--- src/rtl/sum_display_driver.sv ---
// Purpose: latch adder operands/result on Load and scan them onto a 4-digit common-anode 7-seg display.
// Latency: outputs registered, one cycle after the Cnt/Dig/capture state they reflect; Load visible next cycle.
// Backpressure: none; Load is a free-running strobe and the scan never stalls.
// Optional build macro SUM_DECIMAL_EN: digits 1..0 show the 5-bit result in decimal (tens blanked when 0).
module sum_display_driver #(
  parameter int unsigned REFRESH_DIV = 50000
) (
  input  logic       Clk,
  input  logic       Rst_n,
  input  logic [3:0] InputX,
  input  logic [3:0] InputY,
  input  logic [3:0] Sum,
  input  logic       Cout,
  input  logic       Load,
  output logic [3:0] An,
  output logic [6:0] Seg,
  output logic       Dp
);

  localparam int unsigned CW = (REFRESH_DIV > 2) ? $clog2(REFRESH_DIV) : 1;
  localparam logic [CW-1:0] CNT_LAST = CW'(REFRESH_DIV - 1);

  logic [CW-1:0] cnt_q, cnt_d;
  logic [1:0]    dig_q, dig_d;
  logic [3:0]    x_q, x_d;
  logic [3:0]    y_q, y_d;
  logic [4:0]    r_q, r_d;
  logic [3:0]    an_q, an_d;
  logic [6:0]    seg_q, seg_d;
  logic          dp_q, dp_d;

  logic [3:0]    nib;
  logic          blank;

  // Active-low {g,f,e,d,c,b,a} glyphs for one hex nibble.
  function automatic logic [6:0] hex_to_seg(input logic [3:0] v);
    logic [6:0] s;
    case (v)
      4'h0: s = 7'b1000000;
      4'h1: s = 7'b1111001;
      4'h2: s = 7'b0100100;
      4'h3: s = 7'b0110000;
      4'h4: s = 7'b0011001;
      4'h5: s = 7'b0010010;
      4'h6: s = 7'b0000010;
      4'h7: s = 7'b1111000;
      4'h8: s = 7'b0000000;
      4'h9: s = 7'b0010000;
      4'hA: s = 7'b0001000;
      4'hB: s = 7'b0000011;
      4'hC: s = 7'b1000110;
      4'hD: s = 7'b0100001;
      4'hE: s = 7'b0000110;
      default: s = 7'b0001110;
    endcase
    return s;
  endfunction

`ifdef SUM_DECIMAL_EN
  logic [1:0] tens;
  logic [4:0] rem;

  // Binary 0..31 to tens/ones by compare-subtract; tens never exceeds 3.
  always_comb begin
    tens = 2'd0;
    rem  = r_q;
    if (r_q >= 5'd30) begin
      tens = 2'd3;
      rem  = r_q - 5'd30;
    end else if (r_q >= 5'd20) begin
      tens = 2'd2;
      rem  = r_q - 5'd20;
    end else if (r_q >= 5'd10) begin
      tens = 2'd1;
      rem  = r_q - 5'd10;
    end
  end
`endif

  // Select the nibble for the digit currently being scanned.
  always_comb begin
    nib   = 4'h0;
    blank = 1'b0;
    case (dig_q)
      2'd3: nib = x_q;
      2'd2: nib = y_q;
`ifdef SUM_DECIMAL_EN
      2'd1: begin
        nib   = {2'b00, tens};
        blank = (tens == 2'd0);
      end
      default: nib = rem[3:0];
`else
      2'd1: nib = {3'b000, r_q[4]};
      default: nib = r_q[3:0];
`endif
    endcase
  end

  // Next-state: capture, refresh counter/digit advance, and registered display outputs.
  always_comb begin
    x_d   = x_q;
    y_d   = y_q;
    r_d   = r_q;
    cnt_d = cnt_q + CW'(1);
    dig_d = dig_q;
    if (Load) begin
      x_d = InputX;
      y_d = InputY;
      r_d = {Cout, Sum};
    end
    if (cnt_q == CNT_LAST) begin
      cnt_d = '0;
      dig_d = dig_q + 2'd1;
    end
    // First cycle of every slot is blanked so the previous digit's segments do not ghost.
    an_d  = (cnt_q == '0) ? 4'b1111 : ~(4'b0001 << dig_q);
    seg_d = blank ? 7'b1111111 : hex_to_seg(nib);
    dp_d  = 1'b1;
  end

  // State and output registers; reset blanks the display immediately.
  always_ff @(posedge Clk or negedge Rst_n) begin
    if (!Rst_n) begin
      cnt_q <= '0;
      dig_q <= 2'd0;
      x_q   <= 4'h0;
      y_q   <= 4'h0;
      r_q   <= 5'd0;
      an_q  <= 4'b1111;
      seg_q <= 7'b1111111;
      dp_q  <= 1'b1;
    end else begin
      cnt_q <= cnt_d;
      dig_q <= dig_d;
      x_q   <= x_d;
      y_q   <= y_d;
      r_q   <= r_d;
      an_q  <= an_d;
      seg_q <= seg_d;
      dp_q  <= dp_d;
    end
  end

  assign An  = an_q;
  assign Seg = seg_q;
  assign Dp  = dp_q;

endmodule

--- config.mk ---
export PLATFORM = sky130hd
export DESIGN_NAME = sum_display_driver
export DESIGN_NICKNAME = d
export VERILOG_FILES = /design/src/rtl/sum_display_driver.sv
export SDC_FILE = /design/constraint.sdc
export NUM_CORES = 1
export LEC_CHECK = 0
export ABC_AREA = 1
export CAP_MARGIN = 20
export CORE_MARGIN = 5
export CORE_UTILIZATION = 30
export CTS_CLUSTER_SIZE = 25
export DETAILED_ROUTE_END_ITERATION = 7
export GPL_TIMING_DRIVEN = 0
export PLACE_DENSITY_LB_ADDON = 0.1
export SLEW_MARGIN = 40
export SYNTH_ARGS = -nofsm -noshare
export SYNTH_HDL_FRONTEND = slang
export SYNTH_SLANG_ARGS = --single-unit
--- constraint.sdc ---
create_clock -name Clk -period 2.45 [get_ports Clk]
set_clock_uncertainty 0.1 [all_clocks]
set_input_delay 0.49 -clock Clk [delete_from_list [all_inputs] [get_ports Clk]]
set_output_delay 0.49 -clock Clk [all_outputs]
set_load 0.05 [all_outputs]
; ---- Word level (Yosys, flattened, before mapping)
; Memories as Yosys holds them, arrays and structs flattened. A register that Yosys moved wholly into a read port is not among the register bits.
; Cells that the tools add are included.
[word_totals]
mem_bits_ro = 112
wordCells = 20
latchBits = 0
ff_bits = 35
ramBits = 0
mem_count = 1
out_inout_bits = 12
[mem_list]
columns = name, words, width, read_ports, rd_clocked_by_memory_dff, wr, line_no
row1 = (no name shown), 16, 7, 1, 1, 0, 38  ; case (v)
[op_classes]
mul = 0
n_div = 0
n_shift = 1
bitwise_logic = 1
muxes = 3
addsub = 2
n_reduce_logical = 2
eq_ne = 4
magnitude_cmp = 0
[op_table]
columns = operator, n
row1 = 16-bit by 1-bit adder with 16-bit output (second input constant), 1
row2 = 16-bit == test (second input constant), 1
row3 = 16-bit zero test, 1
row4 = 16-bit two-way mux, 1
row5 = 4-bit one-hot mux with 3 select lines, 1
row6 = 2-bit == test (second input constant), 2
row7 = 4-bit two-way mux, 1
row8 = 4-bit NOT, 1
row9 = 1-bit by 2-bit << shifter with 4-bit output (first input constant), 1
row10 = 2-bit by 1-bit adder with 2-bit output (second input constant), 1
row11 = 2-bit by 1-bit == test with 1-bit output (second input constant), 1
row12 = 1-bit zero test, 1

; ---- Longest topological paths before layout
; Gate-level depths: netlist of the first run.
[logic_depth]
depth_word = 3
depth_mapped = 13

; ---- Worst setup path before layout of the first run
; Ideal clock, no wire load.
[synth_timing]
path_type = register to register
from = register dig_q[0]
to = register seg_q[5] (netlist: Seg[5])
period_less_slack_ns = 1.773
path_buffers = 0
path_stages_with_launch = 12
path_slack_ns = 0.677
arrival_ns = 1.584
cell_sequence = dfrtp_1 -> inv_1 -> ha_1 -> inv_2 -> nand3_1 -> nand2_1 -> inv_1 -> ha_1 -> nand3_1 -> nand2_1 -> nand2_1 -> o21ai_0
[synth_between]
elab_chain_cells = 2
[synth_rtl]
columns = item, line_no
row1 = start: declaration, 24  ; logic [1:0] dig_q, dig_d;
row2 = start signal: assignment, 135  ; dig_q <= dig_d;
row3 = 2-bit by 1-bit == test with 1-bit output / 2-bit == test (equally long branches), 84  ; case (dig_q)
row4 = 4-bit one-hot mux with 3 select lines *, 84
row5 = end: declaration, 29  ; logic [6:0] seg_q, seg_d;
; Mark *: on every way between the ends. The rest lies on a longest branch, timed or not.
; A chain may end at the register's enable or synchronous reset.

; ---- Worst setup path after layout of the first run
[layout_timing]
from = register an_q[3] (netlist: An[3])
to = output An[3]
[layout_lines]
columns = item, line_no
row1 = start: declaration, 28  ; logic [3:0] an_q, an_d;
row2 = start signal: assignment, 139  ; an_q <= an_d;
row3 = end: declaration, 15  ; output logic [3:0] An,
; No word-level cell between the ends.

==> reports/results.txt, run 1 <==
status: completed
cts bufs inserted: 5
Core Region: 7250 um2
cell count after synthesis: 260
count leader, synth: nand2_1
met3 Use GR: 2.74%
met1 usage: 15.8%
final period utilization: 90.3%
leak pwr: 1.26 nW
global-route wire length before repair: 7720 um
Max transition margin: 66.4%
vias after detailed routing: 1,648
PortBufs: 25
area grow syn2layout: 21.9%
mean post-synth cell area: 8.58 um2
clk slew on worst S/H paths: 0.08 ns
FFs w/ async S/R, synth: 100%
first drt pass iteration count: 4
compound-gate portion of the synthesized area: 3.65%
register area share after synthesis: 47.7%
power consumption: 1.45 mW
Final setup violation count: 0
switching pwr: 0.410 mW
Yosys reg bits: 42
peak fanout along the critical path: 1
Die Ht: 96.2 um
most frequent cells after synthesis: nand2_1 (74), dfrtp_1 (31), inv_1 (29), nor2_1 (29), nand3_1 (21)
Post-CTS Hold Fix Bufs: 1
critical path depth: 1
total number of yosys warnings: 0
final core occ: 37.5%
Post-synth EDFFs: 0
Synth top area share: 34.8%
Final Hold Viols: 0
largest net degree at the start of global routing: 35
# DRC: 0
initial antenna violation count: 0
min cycle time layout: 2.21 ns
adder-cell share of the synthesized area: 7.29%
CP endpoint kind: primary output
Initial Utilization: 30.8%
Via-to-Cell Ratio: 4.18
switch share: 28.3%
Place WS: 0.362 ns
CP arrival: 1.62 ns
die width: 96.2 um
DP Wirelength: 3490 um
Setup Fix Bufs, Post-CTS: 0
Internal Power: 1.04 mW
final wirelength: 4640 um
grt met2 use: 15.9%
CTS tree: yes
row cnt: 31
worst slew pin tran: 0.502 ns
Die ar.: 9260 um2
CTS Sinks: 42
Final WS setup: 0.237 ns
io pins: 28
post-CTS sizing: 0
Clock Tree Buf Depth: 2
largest cells by area after synthesis: dfrtp_1 (35%), dfstp_2 (13%), nand2_1 (12%)
critical-path cell list: clkdlybuf4s50_1
Seq pwr share: 52.2%
WP buf/inv: 1
Worst Path Required: 1.86 ns
Comb pwr share: 16.7%
RSZ-0062 raised after global routing: false
worst vdd ir: 0.233 mV
Post-Synth XOR/XNOR Area: 3.53%
Final Wtd Congestion: 0.845
Remaining Overflow, GRT: 0
maxcap violations: 0
simple-gate share of the synthesized area: 26.8%
layout cells sized above 1: 15.3%
Distinct cells, synth: 26
CTS H-tree depth: 2
total track usage: 11.0%
critical path class: flop to primary output
Synth Net Count: 289
fmax: 452 MHz
CP Launch Type: flop
Routed WL per cell: 11.8 um
largest family of logic cells by synthesized area: simple AND/OR/NAND/NOR gates
Top delay family on crit path: buffers and inverters
Clock power frac: 31.1%
diode count: 0
hold path depth: 1
slowest stage cell on the critical path: clkdlybuf4s50_1
synthesized area: 2230 um2
commonest register cell after synthesis: dfrtp_1
vias in the first global route: 1,625
mux cell area share after synthesis: 5.05%
drt initial violations: 62
worst hold slack: 0.411 ns
Worst R2R Path Depth: 13
Hold Crit Class: flop to flop
CP max stage delay: 0.79 ns
CTS Root Cell: clkbuf_8
# nets final: 323
fin. max-slew vios: 0
DRT antenna net count: 0
GRT busiest layer: met2
power density over the cells: 532 nW/um2
cell taking the most area after synthesis: dfrtp_1
clk_lat worst skew: 0.30 ns
==> per-stage QoR <==
| stage | setup TNS, ns | std cells | cell area [um2] |
|---|---|---|---|
| after floorplan | 0 | 260 | 2230 |
| after global routing | 0 | 394 | 2720 |
| after CTS | 0 | 394 | 2720 |
| after detailed placement | 0 | 385 | 2620 |
| after global placement | -13.61 | 384 | 2610 |
| final | 0 | 394 | 2720 |
==> state kept, by name, indices dropped and copies added (netlist names) <==
name and cells:
cnt_q 16, Seg 7, r_q 5, An 4, x_q 4, y_q 4, dig_q 2
==> path summary, 6_finish.rpt <==
kind	startpoint	endpoint	slack, ns
setup / recovery	An[3]$_DFF_PN1_	An[3]	0.24
hold / removal	r_q[4]$_DFFE_PN0P_	r_q[4]$_DFFE_PN0P_	0.41
setup reg to reg	dig_q[0]$_DFFE_PN0N_	Seg[0]$_DFF_PN1_	0.36
hold reg to reg	r_q[4]$_DFFE_PN0P_	r_q[4]$_DFFE_PN0P_	0.41
max in group asynchronous	Rst_n	An[3]$_DFF_PN1_	1.31
min in group asynchronous	Rst_n	cnt_q[2]$_DFF_PN0_	0.45
==> placed cells by master, fill, tap and decap left out, types with 2 or more instances in the layout <==
cell / netlist / layout
a21oi_1: 3 / 3
buf_2: 2 / 2
buf_4: 1 / 2
clkbuf_8: 0 / 5
clkdlybuf4s50_1: 0 / 24
dfrtp_1: 31 / 31
dfstp_2: 11 / 11
ha_1: 13 / 13
inv_1: 29 / 29
mux2_2: 10 / 10
nand2_1: 74 / 74
nand2_2: 4 / 4
nand3_1: 21 / 21
nor2_1: 29 / 29
nor2_4: 2 / 2
nor3_1: 2 / 2
o21ai_0: 6 / 6
o21ai_1: 4 / 4
xor2_1: 9 / 9
==> logic make-up after synthesis <==
| group | Yosys count |
|---|---|
| xor+xnor | 9 |
| other cells | 1 |
| mux | 10 |
| compound gates | 14 |
| buf+inv | 33 |
| flops | 42 |
| simple gates | 138 |
| fa+ha+maj | 13 |
==> worst reg2reg max path, delay by kind of cell, from the launching register on <==
family / cells / cell delay [ns]
buf+inv: 3 / 0.31
fa+ha+maj: 2 / 0.50
flops: 1 / 0.41
simple gates: 8 / 0.73
==> metal layers <==
metal,wire (um),vias to the layer above
li1,-,875
met1,2400,745
met2,2020,22
met3,137,6
met4,80,0
met5,0,-
==> power by group through the flow <==
stage	registers, mW	clock network [mW]	logic, mW
floorplan	0.833	0	0.0878
global placement	0.769	0	0.240
detailed placement	0.770	0	0.243
CTS	0.757	0.481	0.245
global route	0.761	0.508	0.263
finish	0.756	0.450	0.241
==> layout make-up <==
cell class	instances	area, um2
clock buffers	6	72.6
flip-flops and latches	42	1060
inverters	30	113
repair buffers	27	278
clock inverters	2	13.8
fillers	754	4530
plain buffers	3	17.5
well taps	99	124
multi-input cells	185	1040
Note: power is estimated with default switching activity, not from simulation.
==> inputs of run 2 (changes only) <==
CORE_ASPECT_RATIO = 0.9   (was not set)
GPL_TIMING_DRIVEN = 1   (was 0)
clock period = 2.05 ns   (was 2.45 ns; I/O delays follow)
==> run 2 against run 1 <==
Sequential share of layout area fell by 0.22 points. Die area about the same. Combinational power rose by 16%. Cell area increased by 0.55%. Clock-buffer cell count is 1 higher. Clock power grew 51%. First-iteration DRC count is 13% higher. Highest routed layer unchanged.
==> reports/results.txt, run 2 (synthesis gave the netlist of run 1 again) <==
fmax: 531 MHz
Post-CTS Hold Fix Bufs: 0 (was 1)
diode count: 0 (unchanged)
largest net degree at the start of global routing: 43 (was 35)
CTS H-tree depth: 2 (unchanged)
Initial Utilization: 31.2% (was 30.8%)
peak fanout along the critical path: 6 (was 1)
maxcap violations: 0 (unchanged)
CP endpoint kind: flop (was primary output)
row cnt: 29 (was 31)
final period utilization: 91.9%
Reg with most FFs: cnt_q (unchanged)
area grow syn2layout: 22.5% (was 21.9%)
Worst Path Required: 2.17 ns (was 1.86 ns)
global-route wire length before repair: 7840 um (was 7720 um)
Die ar.: 9260 um2 (about the same)
DRT antenna net count: 0 (unchanged)
# DRC: 0 (unchanged)
commonest non-fill, non-tap cell in the layout: nand2_1 (unchanged)
cts bufs inserted: 5 (unchanged)
CTS Root Cell: clkbuf_8 (unchanged)
Remaining Overflow, GRT: 0 (unchanged)
Clock Tree Buf Depth: 2 (unchanged)
Via-to-Cell Ratio: 4.35 (was 4.18)
power density over the cells: 681 nW/um2 (was 532 nW/um2)
vias in the first global route: 1,679 (was 1,625)
worst vdd ir: 0.265 mV (was 0.233 mV)
first drt pass iteration count: 4 (unchanged)
status: completed (unchanged)
final core occ: 38.2% (was 37.5%)
total track usage: 10.7% (was 11.0%)
min cycle time layout: 1.88 ns
die width: 101 um (was 96.2 um)
CP Launch Type: flop (unchanged)
CTS tree: yes (unchanged)
CTS Sinks: 42 (unchanged)
area of the multi-input gates: 1070 um2 (was 1040 um2)
Final setup violation count: 0 (unchanged)
max reg flops: 16 (unchanged)
Die Ht: 91.8 um (was 96.2 um)
Hold Crit Class: primary input to asynchronous set/reset pin (was flop to flop)
clk slew on worst S/H paths: 0.08 ns (about the same)
drt initial violations: 70 (was 62)
io pins: 28 (unchanged)
Final Hold Viols: 0 (unchanged)
fin. max-slew vios: 0 (unchanged)
initial antenna violation count: 0 (unchanged)
# nets final: 323 (unchanged)
critical path class: flop to flop (was flop to primary output)
layout cells sized above 1: 21.4% (was 15.3%)
CP arrival: 2.00 ns (was 1.62 ns)
Core Region: 7150 um2 (was 7250 um2)
Max transition margin: 63.1% (was 66.4%)
worst slew pin tran: 0.554 ns (was 0.502 ns)
setup TNS: 0 ns (unchanged)
PortBufs: 26 (was 25)
Fill cells: 720 (was 754)
Routed WL per cell: 12.0 um (was 11.8 um)
final wirelength: 4660 um (was 4640 um)
Final Wtd Congestion: 0.846 (was 0.845)
DP Wirelength: 3470 um (was 3490 um)
Register Area: 1060 um2 (unchanged)
leak pwr: 1.28 nW (was 1.26 nW)
vias after detailed routing: 1,687 (was 1,648)
power consumption: 1.86 mW (was 1.45 mW)
clk_lat worst skew: 0.29 ns (was 0.30 ns)
commonest non-fill, non-tap cells in the layout: nand2_1 (71), dfrtp_1 (31), nor2_1 (29) (was nand2_1 (74), dfrtp_1 (31), inv_1 (29), nor2_1 (29), clkdlybuf4s50_1 (24))
==> run 2: cell count changes in the layout (fill, tap and decap cells not counted), sizes merged <==
cell,before,now
clkinv,2,0
bufinv,0,1
dlygate4sd3,1,0
buf,5,16
clkdlybuf4s50,24,14
clkbuf,6,7
==> run 2: what timing repair did <==
action	4_1_cts	5_1_grt
setup endpoints to repair	2	7
gates resized for setup	1	8
setup buffers	0	2
==> run 2: power breakdown <==
group | switching, mW | internal (mW)
sequential | 0.0177 | 0.888
combinational | 0.177 | 0.102
clock | 0.280 | 0.397
total | 0.475 | 1.39
==> run 2: final cells by class <==
class                           instances  area share (%)
Clock inverter                          1            1.10
Sequential cell                        42            38.9
Timing Repair Buffer                   30            9.43
Multi-Input combinational cell        185            39.0
Tap cell                               93            4.26
Inverter                               30            4.12
Clock buffer                            7            3.16
==> run 2: worst paths after layout <==
kind	cells after the start	startpoint	slack, ns	endpoint
setup / recovery	11	dig_q[0]$_DFFE_PN0N_	0.17	Seg[5]$_DFF_PN1_
hold / removal	2	Rst_n	0.08	r_q[1]$_DFFE_PN0P_
setup reg to reg	11	dig_q[0]$_DFFE_PN0N_	0.17	Seg[5]$_DFF_PN1_
hold reg to reg	1	cnt_q[0]$_DFF_PN0_	0.39	cnt_q[0]$_DFF_PN0_
max in group asynchronous	2	Rst_n	1.38	An[2]$_DFF_PN1_
min in group Clk	1	cnt_q[0]$_DFF_PN0_	0.39	cnt_q[0]$_DFF_PN0_
==> run 2: critical path: stages (launching register included) <==
cell	delay, ns
dfrtp_1	0.42
inv_2	0.12
ha_2	0.24
inv_2	0.08
nand3_1	0.10
nand2_2	0.10
inv_1	0.12
ha_1	0.18
nand3_1	0.12
nand2_1	0.09
nand2_1	0.05
o21ai_0	0.08
==> run 2: routing by layer <==
metal  routed length [um]  part of all wire (%)  GRT usage (%)  vias to the layer above
met5                    0                     0              0                        -
met4                   79                   1.7           4.65                        0
met3                  232                   5.0           3.11                        5
met2                 1920                    41           14.9                       33
met1                 2430                    52           15.4                      772
li1                     -                     -              -                      877
==> run 2: per-stage QoR <==
stage               cell area, um2  worst slack (ns)  std cells  hold slack, ns
floorplan                     2230             0.277        260          0.0144
global placement              2570            0.0614        378           0.379
detailed placement            2570            0.0289        378           0.380
CTS                           2690            0.0239        386           0.103
global route                  2730          -0.00759        388           0.136
finish                        2730             0.166        388          0.0846
==> inputs of run 3 (changes only) <==
CORE_UTILIZATION = 59   (was 30)
SETUP_SLACK_MARGIN = 0.5   (was not set)
clock period = 2.3 ns   (was 2.05 ns; I/O delays follow)
==> run 3 against run 2 <==
Clock power fell by 32%. Via count rose by 6.0%. Wire length rose by 5.2%. Critical path type unchanged. Largest cell class unchanged.
==> reports/results.txt, run 3 (synthesis gave the netlist of run 1 again) <==
cts bufs inserted: 5 (unchanged)
fin. max-slew vios: 0 (unchanged)
vias in the first global route: 1,722 (was 1,679)
critical-path cell list: inv_4 > ha_4 > nand2_2 > nand2_2 > inv_2 > nand2_2 > nand2_4 > buf_6 > ha_1 > nand2_1 > nand3_2 > nand2_1 (was inv_2 > ha_2 > inv_2 > nand3_1 > nand2_2 > inv_1 > ha_1 > nand3_1 > nand2_1 > nand2_1 > o21ai_0)
Hold Crit Class: primary input to asynchronous set/reset pin (unchanged)
layout cells sized above 1: 29.0% (was 21.4%)
peak fanout along the critical path: 5 (was 6)
Initial Utilization: 60.6% (was 31.2%)
initial antenna violation count: 0 (unchanged)
Routed WL per cell: 14.2 um (was 12.0 um)
maxcap violations: 0 (unchanged)
Clock Tree Buf Depth: 2 (unchanged)
WP buf/inv: 3 (unchanged)
Via-to-Cell Ratio: 5.17 (was 4.35)
DP Wirelength: 3350 um (was 3470 um)
CP Launch Type: flop (unchanged)
max reg flops: 16 (unchanged)
DRT antenna net count: 0 (unchanged)
commonest non-fill, non-tap cell in the layout: nand2_1 (unchanged)
Max transition margin: 60.4% (was 63.1%)
io pins: 28 (unchanged)
CTS Sinks: 42 (unchanged)
CP endpoint kind: flop (unchanged)
RSZ-0062 raised after global routing: true
setup TNS: 0 ns (unchanged)
Reg with most FFs: cnt_q (unchanged)
row cnt: 21 (was 29)
Die ar.: 5110 um2 (was 9260 um2)
fmax: 567 MHz (was 531 MHz)
total track usage: 20.9% (was 10.7%)
status: completed (unchanged)
Core Region: 3680 um2 (was 7150 um2)
CTS tree: yes (unchanged)
diode count: 0 (unchanged)
Die Ht: 68.3 um (was 91.8 um)
CTS H-tree depth: 2 (unchanged)
# DRC: 0 (unchanged)
PortBufs: 26 (unchanged)
drt initial violations: 129 (was 70)
worst slew pin tran: 0.593 ns (was 0.554 ns)
Fill cells: 232 (was 720)
slowest stage cell on the critical path: dfrtp_2 (was dfrtp_1)
Final setup violation count: 0 (unchanged)
first drt pass iteration count: 4 (unchanged)
Final Hold Viols: 0 (unchanged)
min cycle time layout: 1.76 ns (was 1.88 ns)
CP max stage delay: 0.46 ns (was 0.42 ns)
Remaining Overflow, GRT: 0 (unchanged)
vias after detailed routing: 1,788 (was 1,687)
commonest non-fill, non-tap cells in the layout: nand2_1 (67), nor2_1 (29), dfrtp_1 (29) (was nand2_1 (71), dfrtp_1 (31), nor2_1 (29))
# nets final: 328 (was 323)
Final Non-Filler Cells: 346 (was 388)
CP dominant cell by count: nand2_2
clk slew on worst S/H paths: 0.08 ns (about the same)
clk_lat worst skew: 0.30 ns (was 0.29 ns)
Post-CTS Hold Fix Bufs: 0 (unchanged)
CP arrival: 1.91 ns (was 2.00 ns)
Worst Path Required: 2.44 ns (was 2.17 ns)
power density over the cells: 548 nW/um2 (was 681 nW/um2)
Top delay family on crit path: simple AND/OR/NAND/NOR gates (unchanged)
area grow syn2layout: 27.8% (was 22.5%)
global-route wire length before repair: 7940 um (was 7840 um)
critical path class: flop to flop (unchanged)
leak pwr: 1.29 nW (was 1.28 nW)
die width: 74.8 um (was 101 um)
largest net degree at the start of global routing: 37 (was 43)
Final Wtd Congestion: 0.895 (was 0.846)
CTS Root Cell: clkbuf_8 (unchanged)
worst vdd ir: 0.453 mV (was 0.265 mV)
final period utilization: 76.7% (was 91.9%)
dpl cells: 331 (was 378)
final wirelength: 4900 um (was 4660 um)
==> run 3: path summary, 6_finish.rpt <==
kind                                       from            endpoint  slack, ns  cells after the start
max                        dig_q[0]$_DFFE_PN0N_    Seg[4]$_DFF_PN1_       0.54                     12
min                                       Rst_n  r_q[4]$_DFFE_PN0P_      0.008                      1
max reg2reg                dig_q[0]$_DFFE_PN0N_    Seg[4]$_DFF_PN1_       0.54                     12
min reg2reg                  cnt_q[0]$_DFF_PN0_  cnt_q[0]$_DFF_PN0_       0.39                      1
max in group asynchronous                 Rst_n    Seg[3]$_DFF_PN1_       1.54                      2
min in group Clk             cnt_q[0]$_DFF_PN0_  cnt_q[0]$_DFF_PN0_       0.39                      1
==> run 3: per-stage QoR <==
step	area (um2)	util [%]	hold slack, ns	total power [mW]	worst slack, ns
2_1_floorplan	2230	-	0.0644	0.981	0.527
3_3_place_gp	2540	69.1	0.371	1.07	0.353
3_5_place_dp	2540	69.1	0.382	1.08	0.281
4_1_cts	2710	73.8	0.160	1.54	0.507
5_1_grt	2850	77.5	0.0276	1.64	0.452
6_report	2850	77.5	0.00800	1.56	0.536
==> run 3: final cells by class <==
type | instances | area, um2 | share of cell area (%)
Multi-Input combinational cell | 185 | 1170 | 41.2
Timing Repair Buffer | 35 | 343 | 12.0
Tap cell | 46 | 57.6 | 2.02
Inverter | 30 | 125 | 4.39
Clock inverter | 2 | 10.0 | 0.351
Clock buffer | 6 | 72.6 | 2.55
Sequential cell | 42 | 1070 | 37.4
==> run 3: per-layer routing <==
| metal | wire [um] | vias up | track usage (%) |
|---|---|---|---|
| met5 | 0 | - | 0 |
| met4 | 59 | 0 | 8.22 |
| met3 | 322 | 6 | 5.73 |
| met2 | 2350 | 57 | 31.4 |
| met1 | 2170 | 838 | 28.6 |
| li1 | - | 887 | - |
==> run 3: report_power, final <==
group	total [mW]	leakage, nW	internal (mW)	switching, mW
sequential	0.810	0.502	0.791	0.0191
clock	0.461	0.0450	0.211	0.250
combinational	0.291	0.746	0.111	0.179
==> run 3: repair_timing <==
item,CTS,global route
setup endpoints to repair,18,7
buffers inserted,5,2
hold endpoints to repair,0,0
resized for setup,47,28
pin swaps,2,6
==> run 3: worst reg2reg max path, delay by kind of cell, from the launching register on <==
| family | cells | cell delay (ns) |
|---|---|---|
| flops | 1 | 0.46 |
| simple gates | 7 | 0.55 |
| fa+ha+maj | 2 | 0.34 |
| buf+inv | 3 | 0.27 |
